$ cat src/rtl/mux_nx_pipe.sv
// N-input, WIDTH-bit select mux with a registered two-entry (main + skid) output buffer.
// in_ready comes from a flop, so out_ready never reaches in_ready combinationally.
module mux_nx_pipe #(
  parameter int WIDTH = 32,
  parameter int NIN   = 4,
  parameter int SELW  = 2,
  parameter int CNTW  = 16
) (
  input  logic                  clk,
  input  logic                  clrn,
  input  logic [SELW-1:0]       sel,
  input  logic [NIN*WIDTH-1:0]  in_data,
  input  logic [NIN-1:0]        in_valid,
  output logic [NIN-1:0]        in_ready,
  output logic [WIDTH-1:0]      out_data,
  output logic                  out_valid,
  input  logic                  out_ready,
  output logic                  sel_err,
  output logic [CNTW-1:0]       xfer_cnt
);

  typedef enum logic [1:0] {EMPTY, ONE, TWO} state_t;

  state_t           state;
  logic             rdy_r;
  logic [WIDTH-1:0] main_q;
  logic [WIDTH-1:0] skid_q;
  logic [WIDTH-1:0] sel_data;
  logic             sel_valid;
  logic             sel_ok;
  logic             acc;
  logic             pop;

  assign sel_ok = (int'(sel) < NIN);

  // An out-of-range sel matches no input, so the loop never indexes past in_data.
  // NOTE: every output gets a default before the loop, otherwise unmatched sel values infer latches.
  always_comb begin
    sel_data  = '0;
    sel_valid = 1'b0;
    in_ready  = '0;
    for (int i = 0; i < NIN; i++) begin
      if (sel == SELW'(i)) begin
        sel_data    = in_data[i*WIDTH +: WIDTH];
        sel_valid   = in_valid[i];
        in_ready[i] = rdy_r;
      end
    end
  end

  assign acc      = sel_valid & rdy_r & sel_ok;
  assign pop      = out_valid & out_ready;
  assign out_data = main_q;

  // rdy_r is updated alongside state so it always equals (state != TWO) after the first edge.
  // NOTE: sequential state uses non-blocking assignments so every flop samples pre-edge values.
  always_ff @(posedge clk or negedge clrn) begin
    if (!clrn) begin
      state     <= EMPTY;
      rdy_r     <= 1'b0;
      out_valid <= 1'b0;
      main_q    <= '0;
      skid_q    <= '0;
    end else begin
      case (state)
        EMPTY: begin
          rdy_r <= 1'b1;
          if (acc) begin
            state     <= ONE;
            out_valid <= 1'b1;
            main_q    <= sel_data;
          end
        end
        ONE: begin
          rdy_r <= 1'b1;
          if (acc && pop) begin
            main_q <= sel_data;
          end else if (acc) begin
            state  <= TWO;
            rdy_r  <= 1'b0;
            skid_q <= sel_data;
          end else if (pop) begin
            state     <= EMPTY;
            out_valid <= 1'b0;
          end
        end
        TWO: begin
          if (pop) begin
            state  <= ONE;
            rdy_r  <= 1'b1;
            main_q <= skid_q;
          end
        end
        default: begin
          state     <= EMPTY;
          rdy_r     <= 1'b1;
          out_valid <= 1'b0;
        end
      endcase
    end
  end

  always_ff @(posedge clk or negedge clrn) begin
    if (!clrn) begin
      sel_err  <= 1'b0;
      xfer_cnt <= '0;
    end else begin
      sel_err <= ~sel_ok & (|in_valid);
      if (acc) xfer_cnt <= xfer_cnt + CNTW'(1);
    end
  end

endmodule

$ cat config.mk
export PLATFORM = sky130hd
export DESIGN_NAME = mux_nx_pipe
export DESIGN_NICKNAME = d
export VERILOG_FILES = /design/src/rtl/mux_nx_pipe.sv
export SDC_FILE = /design/constraint.sdc
export NUM_CORES = 1
export LEC_CHECK = 0
export CAP_MARGIN = 20
export CORE_MARGIN = 1
export CORE_UTILIZATION = 43
export DETAILED_ROUTE_END_ITERATION = 10
export PLACE_DENSITY = 0.85
export SYNTH_ARGS = -nofsm -noshare
export SYNTH_HDL_FRONTEND = slang
export SYNTH_SLANG_ARGS = --single-unit
export TNS_END_PERCENT = 20
$ cat constraint.sdc
create_clock -name clk -period 2.3 [get_ports clk]
set_input_delay 0.46 -clock clk [delete_from_list [all_inputs] [get_ports clk]]
set_output_delay 0.46 -clock clk [all_outputs]
set_load 0.02 [all_outputs]
==> results of run 1 <==
[logic make-up after synthesis]
group | share of synthesized area
AO/OA/AOI/OAI | 0.0124
XOR/XNOR | 0.0276
adder cells (fa/ha/maj) | 0.00474
buffers and inverters | 0.0424
flip-flops | 0.442
multiplexers | 0.426
other | 0.000789
AND/OR/NAND/NOR | 0.0434
[worst paths after layout]
kind                                   start      endpoint  slack, ns  depth (start not counted)
max in group asynchronous               clrn   xfer_cnt[4]       1.60                          2
worst min-delay path                    clrn    skid_q[29]       0.06                          1
worst min register to register  xfer_cnt[15]  xfer_cnt[15]       0.49                          1
worst max register to register     out_valid  out_data[25]       0.49                          5
worst max-delay path                  sel[1]   in_ready[1]       0.27                          4
min in group clk                xfer_cnt[15]  xfer_cnt[15]       0.49                          1
[where the power goes]
part	total, mW	switching (mW)	internal (mW)
registers	1.48	0	1.48
logic	0.418	0.121	0.296
clock network	1.12	0.510	0.607
[cells in the final DEF, fill, tap and decap left out, types with 3 or more instances in the layout]
master           instances
buf_12                   6
buf_4                   12
clkbuf_8                 9
clkdlybuf4s50_1        183
dfrtp_1                 84
dlymetal6s2s_1           3
inv_1                    5
mux2_2                  79
mux2_4                  18
mux2i_1                  3
mux4_1                  28
mux4_2                   4
nand2_1                  9
nand3_1                  5
nand4_1                  8
nor2_1                   7
xnor2_1                 13
[worst max-delay path, cell delays in order]
cell,delay [ns]
clkdlybuf4s50_1,0.46
nand2b_1,0.21
nor2_1,0.10
dlygate4sd2_1,0.34
[final cells by class]
type | instances | area [um2]
Clock buffer | 11 | 131
Clock inverter | 4 | 75.1
Fill cell | 793 | 3740
Inverter | 5 | 18.8
Multi-Input combinational cell | 197 | 2450
Sequential cell | 84 | 2100
Tap cell | 140 | 175
Timing Repair Buffer | 206 | 2090
[stage by stage]
stage	worst slack (ns)	total power [mW]
finish	0.270	3.01
global route	0.192	3.14
CTS	0.0117	3.05
detailed placement	-0.0707	1.93
global placement	-0.0610	1.91
floorplan	0.357	1.64
[state kept, by name, summed over array words and instances (netlist names)]
signal,flops
state,2
skid_q,32
out_valid,1
xfer_cnt,16
rdy_r,1
out_data,32
[layer usage]
layer  vias to the layer above  track usage  routed length (um)
met5                         -            0                   0
met4                         0       0.0558                 131
met3                        11       0.0310                 463
met2                        93        0.364                5860
met1                      1691        0.242                4690
li1                       1570            -                   -
[timing repair]
| action | 4_1_cts | 5_1_grt |
|---|---|---|
| buffers inserted | 0 | 0 |
| endpoints found under the hold margin | 0 | 0 |
| endpoints found under the setup margin | 1 | 3 |
| pin swaps | 0 | 0 |
| gates resized for setup | 1 | 3 |
==> results_dict.tcl, run 1 <==
set metrics [dict create \
    status "finished, final reports clean" \
    final_nets 641 \
    dr.pass1.iters 5 \
    cts_buffers 9 \
    synthCells 309 \
    synth.distinct_cells 36 \
    synthMostInstantiatedCell "dfrtp_1" \
    clk_latency_ns 0.34 \
    cts_num_sinks 84 \
    grt_pass1_wl_um 17600 \
    cp_data_arrival_time_ns 1.57 \
    synth.avg_cell_area_um2 15.4 \
    antenna_found_initial 0 \
    max_slew_margin 0.663 \
    cts_root_buf "clkbuf_8" \
    drive_above_1_share 0.272 \
    synth_top_area_share 0.442 \
    synth_area_leaders "dfrtp_1, mux2_2, mux4_1" \
    overflow 0 \
    grt_max_degree 51 \
    syn_nets 447 \
    clk_path_buf_depth 2 \
    p_leak_nw 3.20 \
    holdBufCountCts 0 \
    min_period_over_period 0.883 \
    syn-cell-area_mm2 0.00475 \
    drt_iter0_markers 100 \
    seq_area_frac_synth 0.442 \
    dpl.cell_count 632 \
    hold_viol 0 \
    worstMarginPinSlew_ns 0.500 \
    vias_per_cell 5.20 \
    rsz0062_at_grt "false" \
    ioPinCount 191 \
    startpoint_type "input port" \
    core_area_mm2 0.0108 \
    max_freq_mhz 493 \
    initial_core_util 0.440 \
    hold_class "in -> async" \
    fin_cells 647 \
    port_buffers 189 \
    fp.dieH_um 107 \
    utilization 0.653 \
    end_kind "output port" \
    crit_type "in -> out" \
    grt_pass1_vias 3614 \
    place_congestion 0.749 \
    clkTransAtPathRegs_ns 0.08 \
    peakVddDrop_v 0.000217 \
    drv_slew 0 \
    synth_top_area_cell "dfrtp_1" \
    die_w_um 107 \
    fin_setup_tns_ns 0 \
    async_flop_share 1.00 \
    wl_per_cell_um 17.2 \
    maxCapViolCount 0 \
    final-setup-viol-count 0 \
    antenna_cells 0 \
    synth_commonest_cells "dfrtp_1, mux2_2, mux4_1" \
    rows 38 \
    holdWs_ns 0.0606 \
    wl_um 11100 \
    cellPowerDensity_mw_per_mm2 427 \
    period_needed_ns 2.03 \
    ys.flop_type "dfrtp_1" \
    dieArea_mm2 0.0115 \
    yosysWarnings 0 \
    placed_cell_area_mm2 0.00684 \
    cts_htree_levels 3 \
    cts_tree "built" \
    syn_to_final_growth_pct 48.3 \
    place_hpwl_um 8430 \
    postRouteAntennaNets 0 \
    cp_max_fo 4 \
    drc 0 \
    grt_use_total 0.199 \
    cp_data_required_time_ns 1.84 \
    fin_area_mm2 0.00705 \
    synth_edf_count 0 \
    vias 3365 \
    synth-seq-cells 84 \
    finClkSkew_ns 0.0111 \
]
Power figures use the tool's default switching activity.
==> run 2: changes to the inputs <==
- CORE_ASPECT_RATIO: default -> 1.4
- RECOVER_POWER: default -> 100
==> results_dict.tcl, run 2 (synthesis results as in run 1) <==
set metrics [dict create \
    status "finished, final reports clean" \
    timing.rr.end "out_data[25]" \
    wl_per_cell_um 18.8 \
    clkTransAtPathRegs_ns 0.06 \
    utilization 0.654 \
    cts_root_buf "clkbuf_16" \
    p_leak_nw 3.39 \
    ioPinCount 191 \
    grt_max_degree 44 \
    postRouteAntennaNets 0 \
    hold_viol 0 \
    drive_above_1_share 0.243 \
    peakVddDrop_v 0.000314 \
    finClkSkew_ns 0.00485 \
    cp_data_required_time_ns 2.51 \
    max_slew_margin 0.272 \
    end_kind "register" \
    fin_cells 648 \
    antenna_found_initial 0 \
    clk_latency_ns 0.33 \
    clk_path_buf_depth 2 \
    vias 3414 \
    r2r_slack_ns 0.47 \
    mostFrequentLayoutCells "clkdlybuf4s50_1, dfrtp_1, mux2_2" \
    final-setup-viol-count 0 \
    final_common_cell "clkdlybuf4s50_1" \
    drv_slew 0 \
    num-fill-cells 860 \
    worstMarginPinSlew_ns 1.09 \
    dr.pass1.iters 4 \
    cellPowerDensity_mw_per_mm2 465 \
    overflow 0 \
    drt_iter0_markers 104 \
    die_w_um 90.9 \
    rsz0062_at_grt "false" \
    hold_class "in -> async" \
    rr_startpoint "out_valid" \
    dpl.cell_count 632 \
    fp.dieH_um 126 \
    finalPower_mw 3.29 \
    holdWs_ns 0.326 \
    final_nets 640 \
    grt_pass1_vias 3870 \
    reg2regPathDepth 5 \
    cts_htree_levels 3 \
    post_cts.repair.setup_buffers 0 \
    cts_buffers 9 \
    startpoint_type "input port" \
    max_freq_mhz 465 \
    port_buffers 189 \
    fin_setup_tns_ns 0 \
    crit_type "in -> reg" \
    place_congestion 0.796 \
    min_period_over_period 0.935 \
    multi_input_area_mm2 0.00239 \
    drc 0 \
    place_hpwl_um 9380 \
    grt_use_total 0.219 \
    cp_data_arrival_time_ns 2.36 \
    period_needed_ns 2.15 \
    wl_um 12200 \
    cts_tree "built" \
    cp_max_fo 18 \
    initial_core_util 0.440 \
    antenna_cells 0 \
    maxCapViolCount 0 \
    core_area_mm2 0.0108 \
    vias_per_cell 5.27 \
    dieArea_mm2 0.0115 \
    grt_pass1_wl_um 19400 \
    syn_to_final_growth_pct 48.8 \
    seqCellArea_mm2 0.00210 \
    cts_num_sinks 84 \
    rows 45 \
]
==> run 2: changes by cell type in the layout (fill, tap and decap cells not counted), moves of 2 or more <==
cell	previous run	this run
dlygate4sd2_1	1	4
bufinv_16	2	0
buf_4	12	8
clkdlybuf4s50_1	183	134
mux2_1	1	16
dlygate4sd3_1	0	49
clkbuf_16	0	9
buf_12	6	8
mux2_4	18	3
clkbuf_8	9	3
dlymetal6s2s_1	3	0
==> run 2: worst max-delay path by stage <==
stage	start	to	slack, ns	cells after the start
after floorplan	out_valid	out_data[11]	0.36	6
after global placement	sel[1]	in_ready[1]	-0.14	4
after detailed placement	sel[1]	out_data[4]	-0.15	7
after CTS	sel[1]	in_ready[1]	0.16	4
after global routing	sel[1]	skid_q[25]	0.06	6
final	sel[1]	out_data[25]	0.15	7
==> run 2: worst max-delay path, stage by stage <==
cell             delay, ns
clkdlybuf4s50_1       0.57
nand2_1               0.12
o22ai_1               0.29
buf_4                 0.20
o21ba_2               0.19
buf_12                0.18
mux2_2                0.35
==> run 2: repair_timing <==
action / 4_1_cts / 5_1_grt
hold buffers: 0 / 0
resized for setup: 4 / 0
endpoints found under the setup margin: 4 / 0
==> run 2: layer usage <==
layer | track usage | share of wire
met1 | 0.240 | 0.37
met2 | 0.406 | 0.55
met3 | 0.0528 | 0.053
met4 | 0.0850 | 0.022
met5 | 0 | 0
==> run 2: power breakdown <==
| part | leakage, nW | internal, mW | switching [mW] |
|---|---|---|---|
| combinational | 2.08 | 0.301 | 0.125 |
| clock | 0.138 | 0.819 | 0.564 |
| sequential | 1.17 | 1.48 | 0 |
==> run 2: metrics by stage <==
step                setup slack, ns  area, um2
floorplan                     0.357       4750
global placement             -0.136       6850
detailed placement           -0.154       6850
CTS                           0.163       7140
global route                 0.0569       7070
finish                        0.150       7070
==> run 2: final cells by class <==
class	instances	area share
multi-input combinational	197	0.338
sequential	84	0.297
timing repair buffer	205	0.296
clock buffer	13	0.0382
tap	141	0.0249
clock inverter	3	0.00283
inverter	5	0.00265
==> run 3: changes to the inputs <==
- CORE_ASPECT_RATIO: 1.4 -> 1.25
==> results_dict.tcl, run 3 (synthesis results as in run 1) <==
set metrics [dict create \
    status "finished, final reports clean" \
    wl_um 11100 \
    cp_slowest_cell "clkdlybuf4s50_1" \
    cts_htree_levels 3 \
    core_area_mm2 0.0107 \
    grt_pass1_vias 3718 \
    hold_class "in -> async" \
    final_nets 636 \
    rsz0062_at_grt "false" \
    crit_type "in -> reg" \
    drive_above_1_share 0.242 \
    maxCapViolCount 0 \
    cellPowerDensity_mw_per_mm2 470 \
    drc 0 \
    finClkSkew_ns 0.00446 \
    maxUsedRoutingLayer "met4" \
    max_slew_margin 0.337 \
    max_freq_mhz 472 \
    peakVddDrop_v 0.000315 \
    cts_buffers 9 \
    cp_max_fo 25 \
    overflow 0 \
    utilization 0.659 \
    cts_num_sinks 84 \
    crit_chain "clkdlybuf4s50_1 -> clkbuf_4 -> mux4_1 -> mux2_2 -> mux2_1" \
    vias 3411 \
    worstMarginPinSlew_ns 0.995 \
    end_kind "register" \
    seqCellArea_mm2 0.00210 \
    grt_pass1_wl_um 17600 \
    reg2regPathDepth 5 \
    place_hpwl_um 8620 \
    fin_setup_tns_ns 0 \
    vias_per_cell 5.39 \
    cts_root_buf "clkbuf_16" \
    mostFrequentLayoutCells "clkdlybuf4s50_1, dfrtp_1, mux2_2" \
    antenna_found_initial 0 \
    num-fill-cells 779 \
    syn_to_final_growth_pct 47.9 \
    cp_data_arrival_time_ns 2.32 \
    final-setup-viol-count 0 \
    min_period_over_period 0.921 \
    cts_tree "built" \
    rows 42 \
    postRouteAntennaNets 0 \
    fin_ws_ns 0.182 \
    dp_slack_ns -0.125 \
    cp_data_required_time_ns 2.50 \
    wl_per_cell_um 17.6 \
    drt-met1-wl_um 4070 \
    period_needed_ns 2.12 \
    clk_path_buf_depth 2 \
    initial_core_util 0.446 \
    p_leak_nw 3.37 \
    antenna_cells 0 \
    clkTransAtPathRegs_ns 0.05 \
    clk_latency_ns 0.32 \
    multi_input_area_mm2 0.00241 \
    wl_met3_um 770 \
    grt_max_degree 48 \
    startpoint_type "input port" \
    place_congestion 0.733 \
    wl_met2_um 6050 \
    placed_cell_area_mm2 0.00679 \
    hold_viol 0 \
    die_w_um 96.0 \
    finalPower_mw 3.31 \
    ioPinCount 191 \
    fin_area_mm2 0.00703 \
    fp.dieH_um 120 \
    drt_iter0_markers 112 \
    port_buffers 189 \
    dr.pass1.iters 4 \
    grt_use_total 0.201 \
    dieArea_mm2 0.0115 \
    final_common_cell "clkdlybuf4s50_1" \
    slowest_delay_ns 0.52 \
    drv_slew 0 \
]
[run 3: changes by cell type in the layout (fill, tap and decap cells not counted), sizes merged]
cell and change:
clkbuf +2, bufinv +1, buf -7, clkinvlp -2
[run 3: worst paths after layout]
path | start | endpoint | slack [ns]
max in group asynchronous | clrn | out_valid | 1.21
worst min register to register | xfer_cnt[15] | xfer_cnt[15] | 0.48
worst min-delay path | clrn | skid_q[1] | 0.29
min in group clk | xfer_cnt[15] | xfer_cnt[15] | 0.48
worst max register to register | out_valid | out_data[2] | 0.45
worst max-delay path | sel[1] | out_data[2] | 0.18
[run 3: power breakdown]
| group | switching [mW] | internal, mW |
|---|---|---|
| clock network | 0.522 | 0.886 |
| logic | 0.122 | 0.297 |
| registers | 0 | 1.48 |
[run 3: final cells by class]
type | instances | share of cell area
multi-input cells | 197 | 0.343
flip-flops and latches | 84 | 0.299
repair buffers | 201 | 0.290
clock buffers | 12 | 0.0365
well taps | 132 | 0.0235
clock inverters | 2 | 0.00498
inverters | 5 | 0.00267
[run 3: worst max-delay path: cells and delay by family]
kind | cells | cell delay [ns]
muxes | 3 | 0.95
buffers and inverters | 2 | 0.88
[run 3: what timing repair did]
action                                  4_1_cts  5_1_grt
gates resized for setup                       4        0
endpoints found under the setup margin        4        0
hold buffers                                  0        0
setup buffers                                 0        0
[run 3: per-stage QoR]
step | hold slack [ns] | cells
floorplan | 0.164 | 309
global placement | 0.458 | 619
detailed placement | 0.473 | 619
CTS | 0.117 | 633
global route | 0.370 | 633
finish | 0.290 | 633
[run 3: layer usage]
layer / vias up / track usage
met4: 0 / 0.0896
met5: - / 0
met1: 1716 / 0.213
li1: 1555 / -
met3: 21 / 0.0406
met2: 119 / 0.370
